## config.mk

```make
export PLATFORM = sky130hd
export DESIGN_NAME = text_pixel_gen_flat
export DESIGN_NICKNAME = d
export VERILOG_FILES = /design/src/rtl/text_pixel_gen_if.sv /design/src/rtl/text_pixel_gen.sv /design/src/flat_wrapper.sv
export SDC_FILE = /design/constraint.sdc
export NUM_CORES = 1
export LEC_CHECK = 0
export CAP_MARGIN = 20
export CORE_MARGIN = 5
export CORE_UTILIZATION = 60
export CTS_CLUSTER_SIZE = 24
export DETAILED_ROUTE_END_ITERATION = 6
export HOLD_SLACK_MARGIN = 0.03
export PLACE_DENSITY = 0.74
export SYNTH_ARGS = -nofsm -noshare
export SYNTH_HDL_FRONTEND = slang
export SYNTH_SLANG_ARGS = --single-unit
```

## constraint.sdc

```tcl
create_clock -name clk -period 4.05 [get_ports clk]
set_input_delay 0.6075 -clock clk [delete_from_list [all_inputs] [get_ports clk]]
set_output_delay 0.6075 -clock clk [all_outputs]
set_load 0.02 [all_outputs]
```

## src/rtl/text_pixel_gen_if.sv

```systemverilog
`default_nettype none
// +--------------------------------------------------------------------+
// | text_pixel_gen_if : pixel stream valid/ready bundle                |
// | Rev 1.0                                                            |
// +--------------------------------------------------------------------+
interface text_pixel_gen_if;
    logic pix_valid;
    logic pix_ready;
    logic pix_data;
    logic pix_last;

    modport master (output pix_valid, output pix_data, output pix_last, input pix_ready);
    modport slave  (input pix_valid, input pix_data, input pix_last, output pix_ready);
endinterface
`default_nettype wire

```

## src/rtl/text_pixel_gen.sv

```systemverilog
`default_nettype none
// +--------------------------------------------------------------------+
// | text_pixel_gen : text-mode raster renderer feeding FontRom         |
// | Rev 1.0                                                            |
// +--------------------------------------------------------------------+
module text_pixel_gen #(
    parameter int COLS   = 16,
    parameter int ROWS   = 4,
    parameter int ADDR_W = 6
) (
    input  logic              clk,
    input  logic              rst_n,
    input  logic              start,
    output logic              busy,
    output logic              frame_done,
    input  logic              wr_en,
    input  logic [ADDR_W-1:0] wr_addr,
    input  logic [7:0]        wr_data,
    output logic [13:0]       rom_ad,
    output logic              rom_ce,
    output logic              rom_oce,
    output logic              rom_reset,
    input  logic              rom_dout,
    text_pixel_gen_if.master  pix
);
    localparam int                X_W   = $clog2(COLS * 8);
    localparam int                Y_W   = $clog2(ROWS * 16);
    localparam int                CELLS = COLS * ROWS;
    localparam logic [X_W-1:0]    X_MAX = X_W'(COLS * 8 - 1);
    localparam logic [Y_W-1:0]    Y_MAX = Y_W'(ROWS * 16 - 1);
    localparam logic [ADDR_W:0]   CELLS_LIM = (ADDR_W + 1)'(CELLS);

    logic [7:0] mem [CELLS];

    logic [X_W-1:0] x_q, x_d;
    logic [Y_W-1:0] y_q, y_d;
    logic           run_q, run_d, busy_q, busy_d, done_q, done_d;
    logic [7:0]     rd_q, rd_d;
    logic [3:0]     row1_q, row1_d;
    logic [2:0]     col1_q, col1_d;
    logic           v1_q, v1_d, last1_q, last1_d;
    logic [13:0]    ad_q, ad_d;
    logic           inv2_q, inv2_d, v2_q, v2_d, last2_q, last2_d;
    logic           pv_q, pv_d, pl_q, pl_d, inv3_q, inv3_d;

    logic              w_stall, w_start_ok, w_s0_last, w_last_hs;
    logic [ADDR_W-1:0] w_rd_addr;

    always_comb begin
        w_stall    = pv_q && !pix.pix_ready;
        w_start_ok = start && !busy_q;
        w_s0_last  = (x_q == X_MAX) && (y_q == Y_MAX);
        w_last_hs  = pv_q && pix.pix_ready && pl_q;
        w_rd_addr  = ADDR_W'(y_q[Y_W-1:4]) * ADDR_W'(COLS) + ADDR_W'(x_q[X_W-1:3]);
    end

    always_comb begin
        x_d     = x_q;
        y_d     = y_q;
        run_d   = run_q;
        busy_d  = busy_q;
        done_d  = w_last_hs;
        rd_d    = rd_q;
        row1_d  = row1_q;
        col1_d  = col1_q;
        v1_d    = v1_q;
        last1_d = last1_q;
        ad_d    = ad_q;
        inv2_d  = inv2_q;
        v2_d    = v2_q;
        last2_d = last2_q;
        pv_d    = pv_q;
        pl_d    = pl_q;
        inv3_d  = inv3_q;

        if (w_last_hs) begin
            busy_d = 1'b0;
        end
        if (w_start_ok) begin
            busy_d = 1'b1;
            run_d  = 1'b1;
            x_d    = '0;
            y_d    = '0;
        end

        // Whole pipeline freezes on stall so the ROM output and inverse bit stay aligned.
        if (!w_stall) begin
            rd_d    = mem[w_rd_addr];
            row1_d  = y_q[3:0];
            col1_d  = x_q[2:0];
            v1_d    = run_q;
            last1_d = run_q && w_s0_last;
            ad_d    = {rd_q[6:0], row1_q, col1_q};
            inv2_d  = rd_q[7];
            v2_d    = v1_q;
            last2_d = last1_q;
            pv_d    = v2_q;
            pl_d    = last2_q;
            inv3_d  = inv2_q;
            if (run_q) begin
                if (w_s0_last) begin
                    run_d = 1'b0;
                    x_d   = '0;
                    y_d   = '0;
                end else if (x_q == X_MAX) begin
                    x_d = '0;
                    y_d = y_q + 1'b1;
                end else begin
                    x_d = x_q + 1'b1;
                end
            end
        end
    end

    always_ff @(posedge clk or negedge rst_n) begin
        if (!rst_n) begin
            x_q     <= '0;
            y_q     <= '0;
            run_q   <= 1'b0;
            busy_q  <= 1'b0;
            done_q  <= 1'b0;
            rd_q    <= '0;
            row1_q  <= '0;
            col1_q  <= '0;
            v1_q    <= 1'b0;
            last1_q <= 1'b0;
            ad_q    <= '0;
            inv2_q  <= 1'b0;
            v2_q    <= 1'b0;
            last2_q <= 1'b0;
            pv_q    <= 1'b0;
            pl_q    <= 1'b0;
            inv3_q  <= 1'b0;
        end else begin
            x_q     <= x_d;
            y_q     <= y_d;
            run_q   <= run_d;
            busy_q  <= busy_d;
            done_q  <= done_d;
            rd_q    <= rd_d;
            row1_q  <= row1_d;
            col1_q  <= col1_d;
            v1_q    <= v1_d;
            last1_q <= last1_d;
            ad_q    <= ad_d;
            inv2_q  <= inv2_d;
            v2_q    <= v2_d;
            last2_q <= last2_d;
            pv_q    <= pv_d;
            pl_q    <= pl_d;
            inv3_q  <= inv3_d;
        end
    end

    // Read-first: the registered read above samples the old word on a same-index write.
    always_ff @(posedge clk) begin
        if (wr_en && ({1'b0, wr_addr} < CELLS_LIM)) begin
            mem[wr_addr] <= wr_data;
        end
    end

    assign busy          = busy_q;
    assign frame_done    = done_q;
    assign rom_ad        = ad_q;
    assign rom_ce        = v2_q && !w_stall;
    assign rom_oce       = 1'b1;
    assign rom_reset     = 1'b0;
    assign pix.pix_valid = pv_q;
    assign pix.pix_last  = pl_q;
    assign pix.pix_data  = rom_dout ^ inv3_q;
endmodule
`default_nettype wire

```

## src/flat_wrapper.sv

```systemverilog
// flat-port wrapper written by rule: the top's interface ports become plain ports
module text_pixel_gen_flat 
#(
    parameter int COLS   = 16,
    parameter int ROWS   = 4,
    parameter int ADDR_W = 6
)
  (clk, rst_n, start, busy, frame_done, wr_en, wr_addr, wr_data, rom_ad, rom_ce, rom_oce, rom_reset, rom_dout, pix_pix_valid, pix_pix_data, pix_pix_last, pix_pix_ready);
  text_pixel_gen_if pix_i ();
  input  logic clk;
  input  logic rst_n;
  input  logic start;
  output logic busy;
  output logic frame_done;
  input  logic wr_en;
  input  logic [ADDR_W-1:0] wr_addr;
  input  logic [7:0] wr_data;
  output logic [13:0] rom_ad;
  output logic rom_ce;
  output logic rom_oce;
  output logic rom_reset;
  input  logic rom_dout;
  output wire logic [$bits(pix_i.pix_valid)-1:0] pix_pix_valid;
  output wire logic [$bits(pix_i.pix_data)-1:0] pix_pix_data;
  output wire logic [$bits(pix_i.pix_last)-1:0] pix_pix_last;
  input wire logic [$bits(pix_i.pix_ready)-1:0] pix_pix_ready;
  assign pix_pix_valid = pix_i.pix_valid;
  assign pix_pix_data = pix_i.pix_data;
  assign pix_pix_last = pix_i.pix_last;
  assign pix_i.pix_ready = pix_pix_ready;
  text_pixel_gen #(.COLS(COLS), .ROWS(ROWS), .ADDR_W(ADDR_W)) u_core (.clk(clk), .rst_n(rst_n), .start(start), .busy(busy), .frame_done(frame_done), .wr_en(wr_en), .wr_addr(wr_addr), .wr_data(wr_data), .rom_ad(rom_ad), .rom_ce(rom_ce), .rom_oce(rom_oce), .rom_reset(rom_reset), .rom_dout(rom_dout), .pix(pix_i));
endmodule
```

==> impl_metrics.csv <==
group,metric,value,unit
setup_path,end_kind,"flip-flop",
floorplan,rows,71,
cts,tritoncts,"done",
drt,wl_per_cell,24.8,um
placed_design,placed_cells,1814,
floorplan,core_area,0.0375,mm2
sta,fin_crit,2.87,ns
layout,instances_no_fill,1908,
cts,path_clk_slew,0.06,ns
setup_path,arrival,3.31,ns
run_status,outcome,"complete, no violations",
pwr,p_seq_share,53.8,%
placed_design,dpl_cell_area,0.0233,mm2
logic_synthesis,synth_top_cells_by_count,"512 x edfxtp_1, 141 x nand2_1, 128 x mux2i_1",
pwr,switchingPower,2.80,mW
drt,antenna_left,0,
sta,relSlewSlack,31.9,%
setup_path,worstSetupPathType,"flip-flop to flip-flop",
floorplan,initial_core_util,60.4,%
setup_path,reg2reg_slack,1.18,ns
drt,first_pass_iters,5,
layout,finish.utilization,66.6,%
job,drv_cap,0,
pwr,p_clk_share,37.4,%
logic_synthesis,synthTopCellsByArea,"edfxtp_1 68%, dfrtp_1 5.9%, mux2i_1 5.7%, mux4_2 4.8%, nand2_1 2.3%",
setup_path,start_kind,"flip-flop",
cts,clock_sinks,565,
layout,nFillCells,2504,
sta,slew_viol_final,0,
logic_synthesis,ys_types,50,
setup_path,reg2reg_to,"u_core.rd_q[7]",
logic_synthesis,synth_fp_nets,1338,
pwr,powerDensity,497,mW/mm2
cts,holdBufCountCts,0,
cts,cts_buffers,53,
logic_synthesis,ys.flop_type,"edfxtp_1",
global_routing,grt_max_degree,63,
placed_design,dp_hpwl,29.3,mm
pwr,internal_power,9.60,mW
floorplan,ios,42,
global_routing,antenna_found_initial,1,
cts,worstSkewPairLatency,0.58,ns
logic_synthesis,synth_simple_gate_area_share,6.09,%
setup_path,worstReg2RegStart,"u_core.y_q[4]",
logic_synthesis,synth-adder-area-share,0.110,%
layout,design_area,0.0250,mm2
drt,drc,0,
global_routing,overflow,0,
setup_path,required,4.49,ns
sta,finClkSkew,0.00848,ns
floorplan,die_area,0.0418,mm2
drt,num_vias,11700,
sta,hold_viol_final,0,
logic_synthesis,syn-cell-area,0.0227,mm2
cts,cts.repair.resized,0,
logic_synthesis,synth_top_area_share,67.9,%
logic_synthesis,yosysMostFrequentCell,"edfxtp_1",
sta,period_share,71.0,%
placed_design,gp_congestion,0.901,
pwr,pwr-share-comb,8.8,%
setup_path,reg2regPathDepth,6,
drt,routed_wl,47.4,mm
logic_synthesis,synth_xor_area_share,0.116,%
placed_design,port-buffer-count,39,
global_routing,track_usage,23.1,%
cts,cts-root-buf,"clkbuf_16",
layout,drive_gt1_share,15.2,%
logic_synthesis,synth_compound_area_share,4.43,%
pwr,leakagePower,7.91,nW
logic_synthesis,syn_inst,1316,
logic_synthesis,async_flop_share,9.38,%
logic_synthesis,synth_top_family_by_area,"multiplexers",
layout,syn2layout_area_growth,10.2,%
sta,setup_tns,0,ns
logic_synthesis,synthMuxAreaShare,12.9,%
floorplan,die_height,204,um
logic_synthesis,ys_ff_latch,565,
logic_synthesis,yosysTopAreaCell,"edfxtp_1",
logic_synthesis,ys_seq_area_share,73.7,%
global_routing,grt_pass1_wl,72.0,mm
sta,setup_viol,0,
cts,post-cts-setup-buffer-count,0,
pwr,p_sw_share,22.6,%
sta,max_freq,348,MHz
drt,vias_per_cell,6.13,
layout,layout.nets,1380,
sta,tightest_slew,1.02,ns
cts,cts_max_level,2,
cts,cts_max_path_buffers,3,
logic_synthesis,ys_warn_count,0,
floorplan,die_x,204,um
logic_synthesis,avgSynthCellArea,17.2,um2
pwr,ir_drop,0.373,mV
hold_path,hold_path.class,"primary input to asynchronous set/reset pin",
sta,rsz0062_at_grt,"false",
layout,ff_latch_area,0.0167,mm2
setup_path,crit_fanout,41,
layout,multi_input_area,0.00538,mm2
global_routing,grt_pass1_vias,11500,
drt,drt_iter0_markers,1261,
logic_synthesis,synth_edf_count,512,
-- area by class of cell --
cell class / instances / area share [%]
multi-input combinational: 668 / 21.5
timing repair buffer: 67 / 2.42
inverter: 3 / 0.0451
clock buffer: 68 / 5.82
sequential: 565 / 66.9
clock inverter: 25 / 0.681
tap: 511 / 2.56
antenna: 1 / 0.0100
-- cell families after synthesis --
kind of cell / after synthesis
other: 2
and+or+nand+nor: 309
AOI/OAI and AO/OA: 136
buffers and inverters: 83
xor gates and xnor gates: 3
muxes: 216
DFF: 565
adders and majority gates: 2
-- layer usage --
layer  track usage [%]  vias to the layer above  part of all wire, %
li1                  -                     5204                    -
met1              34.7                     5899                   42
met2              35.8                      518                   47
met3              4.01                       76                  8.3
met4              6.48                        0                  2.4
met5                 0                        -                    0
-- power groups by stage --
stage	sequential [mW]	combinational [mW]	clock [mW]
after floorplan	6.80	0.601	0
after global placement	6.79	1.07	0
after detailed placement	6.79	1.09	0
after CTS	6.67	1.10	4.72
after global routing	6.69	1.18	4.98
final	6.67	1.09	4.64
-- sequential cells by signal, summed over array words and instances, names as in the netlist --
register / cells
u_core.inv2_q: 1
u_core.run_q: 1
u_core.rd_q: 8
u_core.col1_q: 3
u_core.last2_q: 1
u_core.pix.pix_valid: 1
u_core.row1_q: 4
u_core.busy: 1
u_core.x_q: 7
u_core.v2_q: 1
u_core.frame_done: 1
u_core.v1_q: 1
u_core.rom_ad: 14
u_core.pix.pix_last: 1
u_core.y_q: 6
u_core.inv3_q: 1
u_core.last1_q: 1
u_core.mem: 512
-- worst max-delay path, stage by stage (launching register included) --
cell	delay, ns
dfrtp_4	0.82
buf_4	0.60
mux2_2	0.41
o22ai_1	0.15
o31ai_1	0.12
o211ai_1	0.43
o211ai_1	0.16
-- per-stage QoR --
step,hold WS (ns),power [mW],worst slack [ns]
floorplan,0.312,7.40,1.78
global route,0.0870,12.9,1.14
detailed placement,0.455,7.88,0.946
global placement,0.449,7.86,1.01
finish,0.0386,12.4,1.18
CTS,0.0391,12.5,1.26
-- worst max-delay path by stage --
stage	start	endpoint	slack, ns	cells past startpoint
2_1_floorplan	wr_addr[5]	u_core.mem[48][0]	1.78	4
3_3_place_gp	wr_addr[2]	u_core.mem[45][1]	1.01	4
3_5_place_dp	wr_en	u_core.mem[46][4]	0.95	4
4_1_cts	u_core.y_q[4]	u_core.rd_q[0]	1.26	6
5_1_grt	u_core.y_q[4]	u_core.rd_q[7]	1.14	6
6_report	u_core.y_q[4]	u_core.rd_q[7]	1.18	6
-- cell usage in the layout, fill, tap and decap left out, types with 4 or more instances in the layout --
cell type and count:
o21ai_0 13, mux2_2 32, buf_2 9, buf_4 24, nand3_1 41, mux4_2 48
dfrtp_1 50, mux4_1 8, nor2b_1 5, and3_1 4, o31ai_1 8, a21boi_1 8
a21o_1 4, a21oi_1 9, clkdlybuf4s50_1 30, clkinv_2 10, o22ai_1 17, and2_1 4
nand2_1 141, a22oi_1 48, clkbuf_1 8, clkinv_1 10, o211ai_1 6, clkbuf_16 53
mux2i_1 128, nor2_1 72, nand4_1 9, a2bb2oi_1 8, edfxtp_1 512, o211ai_2 10
clkbuf_8 7, and4_1 6, nand2b_1 9, buf_12 4
Note: power is estimated with default switching activity, not from simulation.
